===== config.mk =====
export PLATFORM = sky130hd
export DESIGN_NAME = crosswalk_request_scheduler
export DESIGN_NICKNAME = d
export VERILOG_FILES = /design/src/rtl/crosswalk_request_scheduler.sv
export SDC_FILE = /design/constraint.sdc
export NUM_CORES = 1
export LEC_CHECK = 0
export CAP_MARGIN = 10
export CORE_ASPECT_RATIO = 1.2
export CORE_MARGIN = 1.5
export CORE_UTILIZATION = 60
export CTS_CLUSTER_SIZE = 8
export DETAILED_ROUTE_END_ITERATION = 6
export PLACE_DENSITY = 0.92
export SKIP_LAST_GASP = 1
export SLEW_MARGIN = 15
export SYNTH_ARGS = -nofsm -noshare
export SYNTH_HDL_FRONTEND = slang
export SYNTH_SLANG_ARGS = --single-unit

===== constraint.sdc =====
create_clock -name clk -period 7.4 [get_ports clk]
set_clock_uncertainty 0.1 [all_clocks]
set_input_delay 1.11 -clock clk [delete_from_list [all_inputs] [get_ports clk]]
set_output_delay 1.11 -clock clk [all_outputs]
set_load 0.01 [all_outputs]

===== src/rtl/crosswalk_request_scheduler.sv =====
// Crosswalk button debounce, pending-request latch and walk-phase handshake scheduler.
// Define SCHED_FIXED_PRIORITY_EN to replace round-robin arbitration with lowest-index-first.
module crosswalk_request_scheduler #(
    parameter int NUM_REQ      = 4,
    parameter int DEBOUNCE_CNT = 8,
    parameter int GRANT_HOLD   = 10,
    parameter int ACK_TIMEOUT  = 63
) (
    input  logic               clk,
    input  logic               reset_n,
    input  logic [NUM_REQ-1:0] button_n_i,
    input  logic [NUM_REQ-1:0] phase_ok_i,
    input  logic               ext_ack_i,
    output logic               ext_req_o,
    output logic [1:0]         ext_req_id_o,
    output logic [NUM_REQ-1:0] walk_grant_o,
    output logic [NUM_REQ-1:0] pending_o,
    output logic               busy_o
);

    // state  | meaning
    // IDLE   | nothing in flight; leave as soon as any request is pending
    // ARB    | one cycle: pick an eligible pending request or fall back to IDLE
    // REQ    | ext_req raised for the latched id, waiting for ext_ack
    // WALK   | walk_grant held for the latched id
    // CLEAR  | one cycle: grant is low, remember the served id for round-robin
    typedef enum logic [2:0] {S_IDLE, S_ARB, S_REQ, S_WALK, S_CLEAR} state_t;

    localparam logic [7:0] DB_FULL   = 8'(DEBOUNCE_CNT);
    localparam logic [7:0] HOLD_INIT = 8'(GRANT_HOLD);
    localparam logic [7:0] WAIT_LAST = 8'(ACK_TIMEOUT - 1);

    logic [NUM_REQ-1:0] sync1_q, sync2_q;
    logic [7:0]         db_cnt_q [NUM_REQ];
    logic [NUM_REQ-1:0] pressed, pressed_q, press_evt;
    logic [NUM_REQ-1:0] pending_q, pending_d;
    logic [NUM_REQ-1:0] eligible, grant_clr, press_block;
    logic [1:0]         winner;

    state_t             state_q;
    logic [1:0]         id_q, last_grant_q;
    logic [7:0]         wait_q, hold_q;
    logic               ext_req_q, busy_q;
    logic [NUM_REQ-1:0] walk_grant_q;

    // Synchroniser idles high so reset does not look like a held button.
    always_ff @(posedge clk or posedge reset_n) begin
        if (reset_n) begin
            sync1_q   <= '1;
            sync2_q   <= '1;
            pressed_q <= '0;
            for (int i = 0; i < NUM_REQ; i++) db_cnt_q[i] <= '0;
        end else begin
            sync1_q   <= button_n_i;
            sync2_q   <= sync1_q;
            pressed_q <= pressed;
            for (int i = 0; i < NUM_REQ; i++) begin
                if (sync2_q[i])
                    db_cnt_q[i] <= '0;
                else if (!pressed[i])
                    db_cnt_q[i] <= db_cnt_q[i] + 8'd1;
            end
        end
    end

    always_comb begin
        for (int i = 0; i < NUM_REQ; i++) pressed[i] = (db_cnt_q[i] == DB_FULL);
        press_evt = pressed & ~pressed_q;
    end

    always_comb begin
        grant_clr   = '0;
        press_block = '0;
        if (state_q == S_REQ && ext_ack_i) begin
            grant_clr   = 4'b0001 << id_q;
            press_block = 4'b0001 << id_q;
        end else if (state_q == S_WALK) begin
            press_block = 4'b0001 << id_q;
        end
        pending_d = (pending_q | (press_evt & ~press_block)) & ~grant_clr;
    end

    always_ff @(posedge clk or posedge reset_n) begin
        if (reset_n) pending_q <= '0;
        else         pending_q <= pending_d;
    end

    always_comb begin
        eligible = pending_q & phase_ok_i;
        winner   = '0;
`ifdef SCHED_FIXED_PRIORITY_EN
        for (int k = NUM_REQ - 1; k >= 0; k--)
            if (eligible[k]) winner = 2'(k);
`else
        // Offsets scanned largest first so the nearest index after last_grant wins.
        for (int k = NUM_REQ - 1; k >= 0; k--)
            if (eligible[last_grant_q + 2'(k + 1)]) winner = last_grant_q + 2'(k + 1);
`endif
    end

    always_ff @(posedge clk or posedge reset_n) begin
        if (reset_n) begin
            state_q      <= S_IDLE;
            id_q         <= '0;
            last_grant_q <= 2'd3;
            wait_q       <= '0;
            hold_q       <= '0;
            ext_req_q    <= 1'b0;
            walk_grant_q <= '0;
            busy_q       <= 1'b0;
        end else begin
            case (state_q)
                S_IDLE: begin
                    if (|pending_q) begin
                        state_q <= S_ARB;
                        busy_q  <= 1'b1;
                    end
                end
                S_ARB: begin
                    if (eligible == '0) begin
                        state_q <= S_IDLE;
                        busy_q  <= 1'b0;
                    end else begin
                        id_q      <= winner;
                        wait_q    <= '0;
                        ext_req_q <= 1'b1;
                        state_q   <= S_REQ;
                    end
                end
                S_REQ: begin
                    if (ext_ack_i) begin
                        ext_req_q    <= 1'b0;
                        walk_grant_q <= 4'b0001 << id_q;
                        hold_q       <= HOLD_INIT;
                        state_q      <= S_WALK;
                    end else if (!phase_ok_i[id_q] || wait_q == WAIT_LAST) begin
                        ext_req_q <= 1'b0;
                        state_q   <= S_IDLE;
                        busy_q    <= 1'b0;
                    end else begin
                        wait_q <= wait_q + 8'd1;
                    end
                end
                S_WALK: begin
                    if (!phase_ok_i[id_q] || hold_q == 8'd1) begin
                        walk_grant_q <= '0;
                        state_q      <= S_CLEAR;
                    end else begin
                        hold_q <= hold_q - 8'd1;
                    end
                end
                S_CLEAR: begin
                    last_grant_q <= id_q;
                    state_q      <= S_IDLE;
                    busy_q       <= 1'b0;
                end
                default: begin
                    ext_req_q    <= 1'b0;
                    walk_grant_q <= '0;
                    state_q      <= S_IDLE;
                    busy_q       <= 1'b0;
                end
            endcase
        end
    end

    assign ext_req_o    = ext_req_q;
    assign ext_req_id_o = id_q;
    assign walk_grant_o = walk_grant_q;
    assign pending_o    = pending_q;
    assign busy_o       = busy_q;

endmodule

---- Yosys cells after proc, flatten, opt, wreduce, memory -nomap -nowiden ----
Index checks and enable logic that the tools add are counted.
word-level totals
  word-level logic and storage cells ...... 134
  flip-flop bits (word level) ............. 77
  input bits .............................. 11
operators by class
  reduce and logical (&&, ||, !) cells .... 18
  order comparisons ....................... 5
  bitwise logic cells ..................... 12
  shift operators ......................... 1
  eq/ne operators ......................... 24
  add/subtract/negate cells ............... 9
  mux-type cells .......................... 49
operators by type and width
  kind                                                        count
  2-to-1 mux 8 bit                                            13
  adder 8 x 1 -> 8 bit, second input constant                 5
  == test 8 x 4 -> 1 bit, second input constant               4
  case mux 8 bit (2 select lines)                             2
  inequality test 2 bit, second input constant                11
  2-to-1 mux 4 bit                                            5
  bitwise AND 4 bit                                           4
  less-than comparator 2 x 3 -> 1 bit, second input constant  5
  2-to-1 mux 3 bit                                            4
  NOT 4 bit                                                   3
  case mux 3 bit (4 select lines)                             1
  case mux 4 bit (3 select lines)                             1
  AND reduction 3 bit                                         4
  2-to-1 mux 1 bit                                            11
  binary-select mux 1 bit (select 2 bit)                      5
  2-to-1 mux 2 bit                                            5
  == test 8 x 1 -> 1 bit, second input constant               1
  == test 8 x 6 -> 1 bit, second input constant               1
  subtractor 8 x 1 -> 8 bit, second input constant            1
  == test 3 x 2 -> 1 bit, second input constant               2
  OR reduction 3 bit                                          2
  AND reduction 5 bit                                         1
  adder 2 bit, second input constant                          2
  logical NOT 4 bit                                           1
  other kinds (18)                                            24

---- Logic depth before layout (Yosys ltp) ----
Gate-level depths: netlist of run 1.
  depth in word-level cells ............... 7
  gate-level depth with buffers ........... 7
  gate-level depth less buffers ........... 6

---- Least setup slack after synthesis of run 1 ----
OpenSTA, ideal clock, no wires.
  path kind ............................... input to register
  from .................................... in ext_ack_i
  to ...................................... reg wait_q[5]
  required time ........................... 7222 ps
  cell stages on the path ................. 5
  path buffers ............................ 1
  path slack .............................. 4932 ps
  setup time .............................. 78 ps
  arrival time ............................ 2290 ps
  path through ............................ nor4b_2 -> o211ai_2 -> buf_6 -> or4_1 -> a21oi_1
on the way
  cells in the longest elaborated chain, start to end .. 2
RTL lines
  what                                    line  RTL
  start: declaration                      13    input logic ext_ack_i,
  inequality test 2 bit (no source line)  --
  AND reduction 4 bit (no source line)    --
  end signal: assignment                  141   wait_q <= wait_q + 8'd1;
  end: declaration                        42    logic [7:0] wait_q, hold_q;
Every way passes these cells.
A chain may end at the register's enable or synchronous reset.

---- Worst setup path in the final report of run 1 ----
  from .................................... in phase_ok_i[0]
  to ...................................... reg wait_q[7]
on the way
  cells in the longest elaborated chain, start to end .. 6
RTL lines
  what                                    line  RTL
  start: declaration                      12    input logic [NUM_REQ-1:0] phase_ok_i,
  binary-select mux 1 bit (select 2 bit)  136   end else if (!phase_ok_i[id_q] || wait_q == WAIT_LAST) begin
  2-to-1 mux 1 bit (not written as such)  136
  logical NOT 1 bit                       136
  logical OR 1 bit                        136
  inequality test 2 bit (no source line)  --
  AND reduction 4 bit (no source line) *  --
Mark *: on every way between the ends. The rest lies on a longest branch, timed or not. The select of a mux whose other input is x is not followed.

==> results of run 1 <==
-- cell usage after synthesis, types with 5 or more instances --
| cell | n |
|---|---|
| sky130_fd_sc_hd__dfrtp_1 | 67 |
| sky130_fd_sc_hd__nor2_1 | 34 |
| sky130_fd_sc_hd__nand3_1 | 29 |
| sky130_fd_sc_hd__inv_1 | 20 |
| sky130_fd_sc_hd__a21oi_1 | 16 |
| sky130_fd_sc_hd__xor2_1 | 16 |
| sky130_fd_sc_hd__nand2_1 | 15 |
| sky130_fd_sc_hd__ha_1 | 12 |
| sky130_fd_sc_hd__o21ai_0 | 12 |
| sky130_fd_sc_hd__dfstp_2 | 10 |
| sky130_fd_sc_hd__and3_1 | 9 |
| sky130_fd_sc_hd__xnor2_1 | 9 |
| sky130_fd_sc_hd__nor3_1 | 7 |
| sky130_fd_sc_hd__or4_1 | 7 |
| sky130_fd_sc_hd__nand2b_1 | 6 |
| sky130_fd_sc_hd__o31ai_1 | 6 |
| sky130_fd_sc_hd__nor3b_1 | 5 |
| sky130_fd_sc_hd__o211ai_1 | 5 |
| sky130_fd_sc_hd__or3_1 | 5 |
-- where the power goes --
part / internal, mW / switching, mW
registers: 0.489 / 0.0910
clock network: 0.199 / 0.149
logic: 0.139 / 0.146
-- logic make-up after synthesis --
| kind of cell | count (synthesis) | share of synthesized area |
|---|---|---|
| compound gates | 67 | 0.123 |
| xor+xnor | 25 | 0.0590 |
| fa+ha+maj | 12 | 0.0405 |
| buf+inv | 32 | 0.0361 |
| flops | 77 | 0.523 |
| mux | 5 | 0.0175 |
| simple gates | 137 | 0.201 |
-- layout make-up --
| type | count | area [um2] | area share |
|---|---|---|---|
| clock buffer | 12 | 145 | 0.0346 |
| sequential | 77 | 1940 | 0.462 |
| clock inverter | 4 | 72.6 | 0.0173 |
| multi-input combinational | 246 | 1640 | 0.390 |
| timing repair buffer | 23 | 228 | 0.0542 |
| inverter | 20 | 75.1 | 0.0179 |
| tap | 82 | 103 | 0.0244 |
-- placed cells by master, fill, tap and decap left out, types with 3 or more instances in the layout --
cell type	netlist	final
sky130_fd_sc_hd__nor3b_1	5	5
sky130_fd_sc_hd__o211ai_1	5	5
sky130_fd_sc_hd__inv_1	20	19
sky130_fd_sc_hd__o31ai_1	6	6
sky130_fd_sc_hd__nand2b_1	6	6
sky130_fd_sc_hd__nand3b_1	4	4
sky130_fd_sc_hd__xnor2_1	9	9
sky130_fd_sc_hd__dfrtp_1	67	67
sky130_fd_sc_hd__clkbuf_8	0	10
sky130_fd_sc_hd__nand2_1	15	15
sky130_fd_sc_hd__nor2_1	34	34
sky130_fd_sc_hd__or4_1	7	7
sky130_fd_sc_hd__nor3_1	7	7
sky130_fd_sc_hd__or3_1	5	5
sky130_fd_sc_hd__nand3_1	29	29
sky130_fd_sc_hd__or3b_2	3	3
sky130_fd_sc_hd__xor2_1	16	16
sky130_fd_sc_hd__a31oi_1	4	4
sky130_fd_sc_hd__dfstp_2	10	10
sky130_fd_sc_hd__o2111ai_1	3	3
sky130_fd_sc_hd__o21ai_0	12	12
sky130_fd_sc_hd__and3_1	9	9
sky130_fd_sc_hd__a21oi_1	16	16
sky130_fd_sc_hd__clkdlybuf4s50_1	0	22
sky130_fd_sc_hd__ha_1	12	12
-- stage by stage --
stage / total power, mW / hold WS, ns / instance area [um2] / instances / setup WS [ns]
after CTS: 1.22 / 0.260 / 4200 / 464 / 4.62
after detailed placement: 0.868 / 0.248 / 3980 / 448 / 4.26
after floorplan: 0.781 / 0.245 / 3710 / 355 / 4.24
after global routing: 1.29 / 0.261 / 4200 / 464 / 4.53
final: 1.21 / 0.258 / 4200 / 464 / 4.60
after global placement: 0.856 / 0.246 / 3980 / 448 / 4.30
-- worst paths after layout --
path	startpoint	endpoint	slack, ns	cells past startpoint
max	phase_ok_i[0]	wait_q[7]	4.60	5
min	sync1_q[1]	sync2_q[1]	0.26	0
max reg2reg	hold_q[2]	walk_grant_o[3]	5.22	4
min reg2reg	sync1_q[1]	sync2_q[1]	0.26	0
max in group asynchronous	reset_n	hold_q[5]	5.36	3
min in group asynchronous	reset_n	db_cnt_q[17]	1.27	3
-- metal layers --
metal / global-route usage / routed length [um] / part of all wire / vias up
met5: 0 / 0 / 0 / -
li1: - / - / - / 1321
met3: 0.0710 / 269 / 0.039 / 16
met2: 0.367 / 3400 / 0.49 / 52
met4: 0.134 / 181 / 0.026 / 0
met1: 0.298 / 3030 / 0.44 / 1314
-- flip-flops by register name (all words and copies together) (netlist names) --
signal and count:
last_grant_q 2, db_cnt_q 32, pending_o 4, pressed_q 4
busy_o 1, sync2_q 4, wait_q 8, ext_req_id_o 2
ext_req_o 1, hold_q 8, sync1_q 4, walk_grant_o 4
state_q 3
==> metrics.sh, run 1 <==
OUTCOME='complete, no violations'
P_LEAK_nW=1.86
GR-USAGE-ALL-LAYERS=0.237
YOSYS_REGISTER_BITS=77
INSERTED_CLOCK_BUFFERS=9
CLK_PIN_SLEW_WORST_PATHS_NS=0.08
NETLIST_INSTANCES=355
POSTCTSRESIZEDCELLS=0
SYNTH.YOSYS.WARNINGS=0
ROUTE.FINAL.WIRE_LENGTH_UM=6880
GRT_MAX_DEGREE=78
ROUTEDWLPERCELL_UM=14.8
FINAL_ANTENNA_VIOLATING_NET_COUNT=0
YOSYSTOPAREACELL='sky130_fd_sc_hd__dfrtp_1'
GRT_OVERFLOW=0
NETLIST_AREA_BEFORE_PLACEMENT_MM2=0.00371
WORST_SLEW_PIN_SLEW_NS=0.909
NUM_ROWS=31
STARTING_DENSITY_OF_THE_CORE=0.617
DETAILEDROUTE.FIRSTITERATIONVIOLATIONS=218
CP_SLOWEST_STAGE_DELAY_NS=0.56
HP-CLASS='register to register'
AVGVIACOUNTPERCELL=5.83
DIODES=0
CLK_ROOT_BUFFER_CELL='sky130_fd_sc_hd__clkbuf_8'
COUNT_OF_BUFFER_AND_INVERTER_CELLS_ON_THE_CRITICAL_PATH=1
SYN-MEAN-INSTANCE-AREA_UM2=10.5
CLOCK.FMAX_MHz=357
DIE_WIDTH_UM=74.8
CRIT_PATH_CELL_TRACE='clkdlybuf4s50_1 -> mux4_2 -> o211ai_2 -> or4_1 -> a21oi_1'
FIN_SETUP_TNS_NS=0
PLACEABLECOREAREA_MM2=0.00601
CRITICAL_PATH.SLOWEST_CELL='sky130_fd_sc_hd__clkdlybuf4s50_1'
POST-DP-HPWL_UM=4770
SYNTH-EDFF-COUNT=0
CRIT_FANOUT=11
FINALNETCOUNT=400
WORST_SETUP_PATH_END_KIND='register'
YS_ASYNC_SR_FRACTION=1.00
CRITICAL_PATH_ARRIVAL_NS=2.97
PERIOD_SHARE=0.379
POWERDENSITY_mW_PER_MM2=289
FRACTION_OF_LAYOUT_CELLS_WITH_A_SIZE_SUFFIX_ABOVE_1=0.0969
RSZ_0062_RAISED_AFTER_GLOBAL_ROUTING='no'
PLACE.GP.CONGESTION=0.860
SYNTH_LARGEST_TYPE_AREA_FRACTION=0.452
SYNTH_CELL_TYPES=58
FILLER_CELL_COUNT=436
FINAL_PERIOD_MINUS_WORST_SETUP_SLACK_NS=2.80
HOLD_BUFFER_COUNT_AT_CTS=0
LAUNCHING_ELEMENT_TYPE_OF_THE_CRITICAL_PATH='input port'
CLK_LATENCY_NS=0.35
FP.DIEAREA_MM2=0.00667
TRITONCTS_CLOCK_TREE='built'
SYNTH_FLOP_CELL='sky130_fd_sc_hd__dfrtp_1'
NUMPORTBUFFERS=22
NUMCLOCKSINKS=77
CTS_POST_SETUP_BUFFERS_INSERTED=0
SYNTH-SEQ-AREA-SHARE=0.523
FINALMAXSLEWVIOLATIONS=0
LAYOUT-AREA-OVERHEAD-VS-SYNTH_PCT=13.2
FIRST_GLOBAL_VIAS=2644
TOP_LEVEL_I_O_COUNT=23
HOLD_VIOL=0
DIE_H_UM=89.1
KIND_OF_CRITICAL_PATH='input port to register'
DETAILEDROUTE.FIRSTPASSITERATIONCOUNT=5
TIMING.FINAL.SETUP_VIOLATIONS=0
NETLIST_TOP_CELLS_AREA='sky130_fd_sc_hd__dfrtp_1 45%, sky130_fd_sc_hd__dfstp_2 7.1%, sky130_fd_sc_hd__ha_1 4.0%'
GRT_FIRST_PASS_WIRELENGTH_UM=11800
GRT_ANTENNA_BEFORE_REPAIR=0
CAP_VIOL_MAX_COUNT=0
WORST_SLEW_MARGIN_REL=0.394
CLOCK_TREE.BUFFER_DEPTH=2
POST_ROUTE_DRC=0
CRITICAL_PATH_REQUIRED_NS=7.57
CPLARGESTDELAYFAMILY='buffers and inverters'
DETAILROUTE.VIA_COUNT=2703
TOTAL_NUMBER_OF_H_TREE_LEVELS=3
IR_WORST_VDD_mV=0.181
FINAL_CORE_DENSITY=0.698
SYNTH.NET_COUNT=378
Power figures use the tool's default switching activity.
==> inputs of run 2 (changes only) <==
CORE_UTILIZATION = 53   (was 60)
PLACE_DENSITY = 0.87   (was 0.92)
clock period = 2.3 ns   (was 7.4 ns; I/O delays follow)
==> run 2 against run 1 <==
Compared with the run above: utilization is 7.2 points lower; register-to-register slack worse by 5.0 ns; critical path depth is 1 higher; combinational power grew to 3.5 times the previous value; critical endpoint is now wait_q[1]; largest cell class unchanged; sequential share of layout area is 0.72 points lower.
==> metrics.sh, run 2 (synthesis results as in run 1) <==
CLK_LATENCY_NS=0.36
TOTAL_NUMBER_OF_H_TREE_LEVELS=3
FRACTION_OF_LAYOUT_CELLS_WITH_A_SIZE_SUFFIX_ABOVE_1=0.118
IR_WORST_VDD_mV=0.511
PERIOD_SHARE=0.901
DIE_WIDTH_UM=79.4
CAP_VIOL_MAX_COUNT=0
FIRST_GLOBAL_VIAS=2737
CPLARGESTDELAYFAMILY='compound AO/OA/AOI/OAI gates'
FINAL_COMMON_CELL='sky130_fd_sc_hd__dfrtp_1'
CP_SLOWEST_STAGE_DELAY_NS=0.48
HOLD_PATH.STARTPOINT='sync1_q[1]'
FINALNETCOUNT=408
ROUTEDWLPERCELL_UM=15.8
OUTCOME='complete, no violations'
COUNT_OF_BUFFER_AND_INVERTER_CELLS_ON_THE_CRITICAL_PATH=1
AVGVIACOUNTPERCELL=5.84
P_LEAK_nW=1.89
POSTCTSRESIZEDCELLS=0
LAUNCHING_ELEMENT_TYPE_OF_THE_CRITICAL_PATH='register'
PLACEABLECOREAREA_MM2=0.00681
TRITONCTS_CLOCK_TREE='built'
PLACEMENT.CELL_AREA_MM2=0.00406
DETAILEDROUTE.FIRSTITERATIONVIOLATIONS=186
POST_ROUTE_DRC=0
FP.DIEAREA_MM2=0.00751
STARTING_DENSITY_OF_THE_CORE=0.545
MIN_DELAY_WORST_ENDPOINT='sync2_q[1]'
FINALMAXSLEWVIOLATIONS=0
PRECTSSETUPSLACK_NS=0.0392
FINAL_CRITICAL_PATH_SETUP_SLACK_NS=0.227
MULTI_INPUT_COMB_AREA_MM2=0.00164
HOLD_BUFFER_COUNT_AT_CTS=0
LAYOUT-AREA-OVERHEAD-VS-SYNTH_PCT=15.0
INSERTED_CLOCK_BUFFERS=9
FINAL_PERIOD_MINUS_WORST_SETUP_SLACK_NS=2.07
CAPTURING_POINT_OF_THE_WORST_REG2REG_PATH='wait_q[1]'
CRITICAL_PATH_DEPTH=6
CRIT_PATH_CELL_TRACE='inv_1 -> ha_1 -> or3b_2 -> o21ai_0 -> a211oi_1 -> a211o_1'
NUM_ROWS=33
TIMING.FINAL.SETUP_VIOLATIONS=0
HP-CLASS='register to register'
REGISTER_CONTAINING_THE_MOST_FLIP_FLOPS_IN_THE_FINAL_LAYOUT='db_cnt_q'
CLK_ROOT_BUFFER_CELL='sky130_fd_sc_hd__clkbuf_8'
HOLD_VIOL=0
GRT_OVERFLOW=0
WORST_SLEW_MARGIN_REL=0.618
DETAILEDROUTE.FIRSTPASSITERATIONCOUNT=5
KIND_OF_CRITICAL_PATH='register to register'
HOLDPATHSTAGES=0
NUMCLOCKSINKS=77
FINAL_CORE_DENSITY=0.626
MOST-COMMON-LAYOUT-CELLS='67 x sky130_fd_sc_hd__dfrtp_1, 34 x sky130_fd_sc_hd__nor2_1, 29 x sky130_fd_sc_hd__nand3_1'
GR-USAGE-ALL-LAYERS=0.221
WORST_SETUP_PATH_END_KIND='register'
GRT_MAX_DEGREE=78
CRITICAL_PATH_REQUIRED_NS=2.45
CLOCK.FMAX_MHz=482
FILLER_CELL_COUNT=535
GRT_FIRST_PASS_WIRELENGTH_UM=12600
GRT_ANTENNA_BEFORE_REPAIR=0
WORST_R2R_PATH_CELLS=6
DIE_H_UM=94.7
LAYOUT_TOP_REGISTERS='db_cnt_q (32), hold_q (8), wait_q (8)'
NUMPORTBUFFERS=22
DIODES=0
CLOCK_TREE.BUFFER_DEPTH=2
FINAL_ANTENNA_VIOLATING_NET_COUNT=0
LARGEST_REGISTER_FFS=32
DETAILROUTE.VIA_COUNT=2785
REGTOREGSETUPSLACK_NS=0.23
WORST_SLEW_PIN_SLEW_NS=0.572
CRIT_FANOUT=5
PLACE.GP.CONGESTION=0.866
POWERDENSITY_mW_PER_MM2=907
CLK_PIN_SLEW_WORST_PATHS_NS=0.09
TOTAL_POWER_CONSUMPTION_OF_THE_ROUTED_DESIGN_mW=3.87
DESIGN_AREA_MM2=0.00427
CRITICAL_PATH.REG2REG.STARTPOINT='wait_q[0]'
CRITICAL_PATH.SLOWEST_CELL='sky130_fd_sc_hd__or3b_2'
CTS_POST_SETUP_BUFFERS_INSERTED=0
REGISTER_AREA_MM2=0.00194
RSZ_0062_RAISED_AFTER_GLOBAL_ROUTING='no'
ROUTE.FINAL.WIRE_LENGTH_UM=7530
TOP_LEVEL_I_O_COUNT=23
CRITICAL_PATH_ARRIVAL_NS=2.23
FIN_SETUP_TNS_NS=0
POST-DP-HPWL_UM=5180
run 2: per-layer routing:
metal	part of all wire	GRT usage	routed length (um)	up-vias
li1	-	-	-	1326
met1	0.42	0.272	3150	1369
met2	0.52	0.367	3910	76
met3	0.043	0.0473	325	14
met4	0.020	0.113	148	0
met5	0	0	0	-
run 2: through the flow:
stage               instances  hold WS [ns]
global placement          461         0.246
global route              477         0.261
detailed placement        461         0.248
CTS                       477         0.260
finish                    477         0.258
floorplan                 355         0.245
run 2: area by class of cell:
class                           count  area share
Sequential cell                    77       0.455
Clock inverter                      5      0.0141
Timing Repair Buffer               31      0.0704
Inverter                           20      0.0185
Tap cell                           87      0.0255
Multi-Input combinational cell    246       0.384
Clock buffer                       11      0.0331
run 2: how the worst max path moves through the flow:
stage                               start         to  slack, ns
final                           wait_q[0]  wait_q[1]       0.23
after global routing            hold_q[2]  hold_q[4]       0.10
after CTS                       wait_q[0]  wait_q[1]       0.23
after detailed placement    phase_ok_i[3]  wait_q[5]       0.04
after global placement      phase_ok_i[3]  wait_q[5]       0.11
after floorplan           ext_req_id_o[0]  wait_q[5]       0.30
run 2: worst reg2reg max path: cells and delay by family, from the launching register on:
kind                     cells  cell delay, ns
AND/OR/NAND/NOR              1            0.48
buffers and inverters        1            0.12
flip-flops                   1            0.44
AO/OA/AOI/OAI                3            0.68
adder cells (fa/ha/maj)      1            0.14
run 2: power breakdown:
part	leakage, nW	internal [mW]	switching [mW]
registers	1.00	1.57	0.267
clock network	0.0995	0.533	0.502
logic	0.786	0.482	0.508
